`src/rtl/dcache_controller.sv`:
```
// Direct-mapped, write-back, write-allocate L1 data cache controller.
// Serves word loads/stores from EX/MEM and refills 256-bit lines over a req/ack memory port.
module dcache_controller #(
    parameter int LINES  = 16,
    parameter int LINE_W = 256
) (
    input  logic              clk_i,
    input  logic              rst_i,
    input  logic [31:0]       cpu_addr_i,
    input  logic [31:0]       cpu_data_i,
    input  logic              cpu_memread_i,
    input  logic              cpu_memwrite_i,
    output logic [31:0]       cpu_data_o,
    output logic              cpu_stall_o,
    output logic              mem_req_o,
    output logic              mem_we_o,
    output logic [31:0]       mem_addr_o,
    output logic [LINE_W-1:0] mem_data_o,
    input  logic [LINE_W-1:0] mem_data_i,
    input  logic              mem_ack_i
);

    localparam int IDX_W = $clog2(LINES);
    localparam int TAG_W = 32 - IDX_W - 5;

    typedef enum logic [1:0] {
        IDLE,
        WRITEBACK,
        ALLOCATE
    } state_t;

    state_t            state;
    logic [LINES-1:0]  valid;
    logic [LINES-1:0]  dirty;
    logic [TAG_W-1:0]  tags  [LINES];
    logic [LINE_W-1:0] lines [LINES];

    logic [IDX_W-1:0]  idx;
    logic [TAG_W-1:0]  tag;
    logic [2:0]        word_sel;
    logic [7:0]        bit_base;
    logic              access;
    logic              hit;
    logic              unused_addr_bits;

    assign idx              = cpu_addr_i[5 +: IDX_W];
    assign tag              = cpu_addr_i[31 -: TAG_W];
    assign word_sel         = cpu_addr_i[4:2];
    assign bit_base         = {word_sel, 5'b0};
    assign access           = cpu_memread_i | cpu_memwrite_i;
    assign hit              = valid[idx] && (tags[idx] == tag);
    assign unused_addr_bits = ^cpu_addr_i[1:0];

    // A load with memwrite also high is a store, so it never returns data.
    always_comb begin
        cpu_data_o  = 32'h0;
        cpu_stall_o = 1'b0;
        if (state != IDLE) begin
            cpu_stall_o = 1'b1;
        end else if (access && !hit) begin
            cpu_stall_o = 1'b1;
        end else if (cpu_memread_i && !cpu_memwrite_i && hit) begin
            cpu_data_o = lines[idx][bit_base +: 32];
        end
    end

    // The CPU holds its request stable while stalled, so idx/tag stay valid
    // across the whole miss sequence without being latched here.
    always_ff @(posedge clk_i) begin
        if (rst_i) begin
            state      <= IDLE;
            valid      <= '0;
            dirty      <= '0;
            mem_req_o  <= 1'b0;
            mem_we_o   <= 1'b0;
            mem_addr_o <= 32'h0;
            mem_data_o <= '0;
        end else begin
            case (state)
                IDLE: begin
                    if (access) begin
                        if (hit) begin
                            if (cpu_memwrite_i) begin
                                lines[idx][bit_base +: 32] <= cpu_data_i;
                                dirty[idx]                 <= 1'b1;
                            end
                        end else if (valid[idx] && dirty[idx]) begin
                            state      <= WRITEBACK;
                            mem_req_o  <= 1'b1;
                            mem_we_o   <= 1'b1;
                            mem_addr_o <= {tags[idx], idx, 5'b0};
                            mem_data_o <= lines[idx];
                        end else begin
                            state      <= ALLOCATE;
                            mem_req_o  <= 1'b1;
                            mem_we_o   <= 1'b0;
                            mem_addr_o <= {tag, idx, 5'b0};
                        end
                    end
                end
                WRITEBACK: begin
                    if (mem_ack_i) begin
                        state      <= ALLOCATE;
                        mem_we_o   <= 1'b0;
                        mem_addr_o <= {tag, idx, 5'b0};
                    end
                end
                ALLOCATE: begin
                    if (mem_ack_i) begin
                        state      <= IDLE;
                        mem_req_o  <= 1'b0;
                        lines[idx] <= mem_data_i;
                        tags[idx]  <= tag;
                        valid[idx] <= 1'b1;
                        dirty[idx] <= 1'b0;
                    end
                end
                default: begin
                    state     <= IDLE;
                    mem_req_o <= 1'b0;
                end
            endcase
        end
    end

endmodule

```
`config.mk`:
```
export PLATFORM = sky130hd
export DESIGN_NAME = dcache_controller
export DESIGN_NICKNAME = d
export VERILOG_FILES = /design/src/rtl/dcache_controller.sv
export SDC_FILE = /design/constraint.sdc
export NUM_CORES = 2
export LEC_CHECK = 0
export CORE_ASPECT_RATIO = 1.4
export CORE_MARGIN = 2
export CORE_UTILIZATION = 30
export CTS_CLUSTER_DIAMETER = 60
export DETAILED_ROUTE_END_ITERATION = 16
export PLACE_DENSITY = 0.53
export SLEW_MARGIN = 20
export SYNTH_ARGS = -nofsm -noshare
export SYNTH_HDL_FRONTEND = slang
export SYNTH_MEMORY_MAX_BITS = 65536
export SYNTH_SLANG_ARGS = --single-unit
```
`constraint.sdc`:
```
create_clock -name clk_i -period 6.8 [get_ports clk_i]
set_input_delay 0.68 -clock clk_i [delete_from_list [all_inputs] [get_ports clk_i]]
set_output_delay 0.68 -clock clk_i [all_outputs]
set_load 0.02 [all_outputs]
```
-- After elaboration in Yosys (flattened, before gate mapping)
Memories as Yosys holds them, arrays and structs flattened.
Index checks and enable logic that the tools add are counted.
- bits of input ports: 325
- memories kept: 2
- bits in writable memories: 4464
- output and inout bits: 323
- bits in registers: 324
- word-level logic and storage cells: 606
- add/subtract/negate cells: 1
- mux-type cells: 301
- shift operators: 3
- magnitude comparators: 2
- reduce and logical (&&, ||, !) cells: 18
- equal/unequal tests: 9
- bitwise logic cells: 263
- memories (memory ; words ; bits a word ; read ports ; clocked after memory_dff ; write ports ; RTL line ; text):
    lines ; 16 ; 256 ; 1 ; 0 ; 1 ; 36 ; logic [LINE_W-1:0] lines [LINES];
    tags ; 16 ; 23 ; 1 ; 0 ; 1 ; 35 ; logic [TAG_W-1:0] tags [LINES];
- operators with widths (cell ; count):
    $mux W1 ; 276
    $or A1 B1 Y1 ; 257
    $mux W256 ; 1
    $shift A32 B10 Y256 const A ; 1
    $shiftx A256 B9 Y32 ; 1
    $shiftx A32 B10 Y256 ; 1
    $mux W32 ; 7
    $mux W16 ; 4
    $pmux W32 S2 ; 1
    $or A16 B16 Y16 ; 2
    $pmux W16 S2 ; 1
    $eq A23 B23 Y1 ; 1
    $and A16 B16 Y16 ; 1
    $not A16 Y16 ; 1
    $reduce_and A4 Y1 ; 4
    $ne A2 B2 Y1 const B ; 6
    $mux W2 ; 5
    $neg A8 Y10 ; 1
    $bmux W1 S4 ; 2
    $logic_and A1 B1 Y1 ; 6
    $pmux W2 S3 ; 1
    $reduce_bool A2 Y1 ; 3
    $lt A4 B5 Y1 const B ; 1
    $reduce_and A5 Y1 ; 1
    10 further kinds ; 12

-- Logic depth before layout (Yosys ltp)
- word-level depth: 9
- mapped depth: 16
- mapped depth without buffers: 9

-- Worst setup path before layout
Ideal clock, no wire load.
- path type: in2reg
- start point: input port cpu_addr_i[6]
- end point: memory lines[15][192], enable pin
- data arrival time: 4.893 ns
- slack: 1.486 ns
- library setup time: 0.421 ns
- data required time: 6.379 ns
- buffers on the path: 5
- cell stages on the path: 14
- path through: buf_2 -> buf_6 -> buf_8 -> mux2i_1 -> a22oi_2 -> o221ai_1 -> a211o_1 -> a2111o_1 -> a2111o_1 -> nor3_4 -> buf_4 -> a41oi_4 -> buf_2 -> nor2_1
- word-level cells in the longest chain between the ends: 9
- elaborated cells on any way between the ends: 11
- classes of those cells: eq/ne: 1; mux: 7; bitwise: 1; reduce/logical: 1; memory: 1
- ends and longest elaborated chain (item ; RTL line ; text):
    start, declared ; 9 ; input logic [31:0] cpu_addr_i,
    $mem_v2 Z16 W23 / $bmux W1 S4 (equally long branches) ; - ;
    $eq A23 B23 Y1 / $mux W1 (equally long branches) ; 51 ; assign hit = valid[idx] && (tags[idx] == tag);
    $logic_and A1 B1 Y1 ; 51 ;
    $mux W1 ; 82 ; if (hit) begin
    $mux W1 ; 81 ; if (access) begin
    $mux W1 ; 79 ; case (state)
    $mux W1 ; 70 ; if (rst_i) begin
    $mux W256 (implied by the code) ; 84 ; lines[idx][bit_base +: 32] <= cpu_data_i;
    $or A1 B1 Y1 (no source line) ; - ;
    end, declared ; 36 ;
Parallel ways exist; a longest one is shown, timed or not. The select of a mux whose other input is x is not followed.

-- Worst setup path after layout
- start point: input port cpu_addr_i[6]
- end point: output port cpu_data_o[19]
- word-level cells in the longest chain between the ends: 7
- elaborated cells on any way between the ends: 13
- classes of those cells: eq/ne: 1; shift: 1; mux: 5; reduce/logical: 4; memory: 2
- ends and longest elaborated chain (item ; RTL line ; text):
    parallel branches: the longest is 5 deep, another holds $mem_v2 Z16 W256 ; - ;
    $mux W32 (*) ; 60 ; end else if (access && !hit) begin
    $mux W32 (*) ; 58 ; if (state != IDLE) begin
    end, declared ; 13 ; output logic [31:0] cpu_data_o,
Every way passes the cells marked *. The select of a mux whose other input is x is not followed.

==> impl_summary.log <==
INFO  metric grt_first_pass_wirelength = just under 900 mm
INFO  metric slew_limit_fails = 0
INFO  metric drc_errors = 0
INFO  metric regToRegEndpoint = lines[1][31]$_DFFE_PP_
INFO  metric ys_types = 72
INFO  metric number_of_global_route_vias_before_repair = around 98,000
INFO  metric post-synth-top-area-fraction = 72.1%
INFO  metric worst_hold_startpoint = rst_i
INFO  metric min_period_over_period = 93.8%
INFO  metric finalHoldViolations = 0
INFO  metric grtUsageTotal = around 21%
INFO  metric pin_count_of_the_biggest_net_entering_global_routing = about 130
INFO  metric synth_area_leaders = edfxtp_1 (72%), mux4_2 (17%), dfxtp_1 (3.4%)
INFO  metric drv.max_cap_violation_count = 0
INFO  metric leakage = 74.3 nW
INFO  metric clock_sink_count = 4,783
INFO  metric route.detailed.wl_per_inst = approximately 36 um
INFO  metric num_vias = 100,000
INFO  metric fmaxAchievable = 157 MHz
INFO  metric pwr_density_cell = ~280 nW/um2
INFO  metric dr.pass1.iters = 6
INFO  metric worst_vdd_ir = 0.000251 V
INFO  metric switching_share = between 20% and 30%
INFO  metric die_w = 670 um
INFO  metric cts_root_buffer = clkbuf_16
INFO  metric unrepaired_setup_endpoints_after_global_routing = false
INFO  metric fp-row-count = approximately 340
INFO  metric outcome = finished, final reports clean
INFO  metric clock_tree_from_tritoncts = done
INFO  metric required_time_worst_endpoint = 6.12 ns
INFO  metric post_route_cells_drive_above_1_share = 27.2%
INFO  metric fin_util = 35.7%
INFO  metric port-buffer-count = 640
INFO  metric reg2reg_from = tags[0][14]$_DFFE_PP_
INFO  metric synth_area = 186,000 um2
INFO  metric synthMostInstantiatedCell = edfxtp_1
INFO  metric synth.avg_cell_area = between 20 and 25 um2
INFO  metric post_synth_inst_count = 8,803
INFO  metric hp-class = in2reg
INFO  metric yosys.area.top_type = edfxtp_1
INFO  metric cts_repair_resize_count = 0
INFO  metric slew_at_the_pin_closest_to_its_max_slew_limit = 1.24 ns
INFO  metric cts_buffers = approximately 460
INFO  metric ff2ff_setup_slack = roughly 1.9 ns
INFO  metric critical_path.max_fanout = 41
INFO  metric route.detailed.vias_per_inst = between 5 and 6
INFO  metric clk_transition_reported_paths = 0.06 ns
INFO  metric min_to = mem_addr_o[6]$_SDFFE_PP0P_
INFO  metric antenna_found_initial = 139
INFO  metric fin_crit_period = 6.38 ns
INFO  metric pwr-share-comb = 6.0%
INFO  metric i_o_pins = 648
INFO  metric clock_tree.buffer_depth = 4
INFO  metric synth_edf_count = around 4,500
INFO  metric worst_hold_path.num_cells = 2
INFO  metric timing.setup.critical_path_class = in2out
INFO  metric totalNegativeSetupSlack = 0 ns
INFO  metric cell_depth_of_the_worst_flop_to_flop_path = 13
INFO  metric area_delta_synth_final = 18.8%
INFO  metric cts_htree_levels = 5
INFO  metric timing.final.setup_violations = 0
INFO  metric primary_flip_flop_cell_chosen_by_synthesis_mapping = edfxtp_1
INFO  metric clk_latency = 1.12 ns
INFO  metric postSynthRegisterBits = between 4,000 and 5,000
INFO  metric power_switching = 14.0 mW
INFO  metric synth_seq_area_share = 75.5%
INFO  metric sequentialPowerShare = 52.3%
INFO  metric synth_warnings = 0
INFO  metric gp_congestion = approximately 0.82
INFO  metric postCtsSetupBuffers = 0
INFO  metric post_synth_most_frequent_cells = edfxtp_1 (4,464), mux4_2 (1,392), clkbuf_1 (371)
INFO  metric finalNetCount = 10,000
INFO  metric postCtsHoldBufs = 0
INFO  metric chipHeight = 936 um
INFO  metric cp-start-kind = primary input
INFO  metric die_outline_area = 626,000 um2
INFO  metric skew = roughly 0.15 ns
INFO  metric worst_slew_margin_rel = around 17%
INFO  metric dp.final_hpwl = 428 mm
INFO  metric power.share.clock = 41.7%
INFO  metric synth_async_sr_flop_share = 0%
INFO  metric end_kind = output pin
INFO  metric gr-total-overflow = 0
INFO  metric antenna_violating_nets_post_route = 0
INFO  metric power.internal = ~48 mW
INFO  metric crit_arrival = about 5.7 ns
INFO  metric core_area = 619,000 um2
INFO  metric route.final.wire_length = 669 mm
INFO  metric floorplan.initialDensity = a little under a third
INFO  metric detailedRoute.firstIterationViolations = 13,500
[cells in the final DEF, fill, tap and decap left out, types with 15 or more instances in the layout]
cell             netlist  routed
a211oi_1              16      16
a21oi_1              318     318
a22o_1               194     194
a22oi_1               45      45
and3b_1               17      17
buf_12                 0      93
buf_2                 92      33
buf_4                 14     318
bufinv_16              0      40
clkbuf_1             371      87
clkbuf_16              0     464
clkbuf_8               0      15
clkdlybuf4s50_1        0     569
clkinv_1               3      86
clkinv_2               0      84
clkinvlp_4             0      23
dfxtp_1              319     319
diode_2                0      92
edfxtp_1            4464    4464
inv_1                 28      30
mux2i_1              119     119
mux4_2              1392    1392
nand2_1              225     213
nand2b_1              25      24
nand3_1              289     285
nor2_1               189      40
nor2_4                 0     149
o21ai_0              342     286
o21ai_1                1      41
o21ai_2                0      15
o22ai_1               27      27
xnor2_1               15      15
[critical path, cell delays in order]
cell and delay, ns:
buf_8 0.36, buf_4 0.56, and2_1 0.54, a22oi_1 0.18, nand2_1 0.19, xnor2_1 0.20, and3_1 0.27, o2111ai_1 0.16
or4_2 1.04, buf_4 0.37, a2111oi_0 0.59, buf_4 0.27, buf_12 0.11
[stage by stage]
step / total power [mW] / hold slack (ns) / std cells / setup slack, ns / cell area, um2
after floorplan: 34.6 / 0.449 / 8807 / 1.49 / 186000
after global placement: 36.4 / 0.457 / 17500 / 0.552 / 205000
after detailed placement: 36.5 / 0.463 / 17500 / 0.475 / 206000
after CTS: 62.0 / 0.104 / 18300 / 0.469 / 221000
after global routing: 63.0 / 0.177 / 18400 / 0.266 / 221000
final: 61.6 / 0.162 / 18400 / 0.419 / 221000
[power groups by stage]
stage | registers (mW) | clock network, mW | logic, mW
6_report | 32.2 | 25.7 | 3.68
3_5_place_dp | 32.9 | 0 | 3.67
5_1_grt | 32.2 | 27.1 | 3.78
3_3_place_gp | 32.8 | 0 | 3.60
4_1_cts | 32.2 | 26.1 | 3.68
2_1_floorplan | 32.9 | 0 | 1.74
[worst max-delay path by stage]
stage / from / end
final: cpu_addr_i[6] / cpu_data_o[19]
after global routing: cpu_addr_i[6] / cpu_data_o[8]
after CTS: cpu_addr_i[6] / cpu_data_o[19]
after detailed placement: cpu_addr_i[6] / cpu_data_o[19]
after global placement: cpu_addr_i[6] / cpu_data_o[19]
after floorplan: cpu_addr_i[6] / lines[15][192]$_DFFE_PP_
[metal layers]
metal | GRT usage, % | routed length (um) | vias to the layer above
met5 | 0 | 101 | -
met4 | 9.20 | 32300 | 16
met2 | 33.2 | 317000 | 5738
li1 | - | - | 38900
met3 | 4.89 | 65500 | 1022
met1 | 26.8 | 254000 | 54600
[layout make-up]
class                      count  area [um2]
fill                       57200      398000
antenna                       92         230
inverter                      31         119
sequential                  4783      140000
clock buffer                 568       12200
multi-input combinational   3389       44400
clock inverter               282        2820
timing repair buffer        1029       10400
tap                         8256       10300
[kinds of logic (layout without fill, tap and decap cells)]
logic type | count (synthesis) | count (layout) | synth area share, %
AOI/OAI and AO/OA | 1028 | 1028 | 3.44
xor gates and xnor gates | 22 | 22 | 0.104
adders and majority gates | 5 | 5 | 0.0336
buffers and inverters | 635 | 1910 | 1.39
DFF | 4783 | 4783 | 75.5
muxes | 1516 | 1516 | 17.5
other | 1 | 97 | 0.00202
and+or+nand+nor | 813 | 813 | 2.02
[flip-flops by register name (all words and copies together), names as in the netlist, named ones only]
register / count
lines: 4096
mem_addr_o: 27
mem_data_o: 256
mem_req_o: 1
mem_we_o: 1
state: 2
tags: 368
valid: 16
Note: power is estimated with default switching activity, not from simulation.
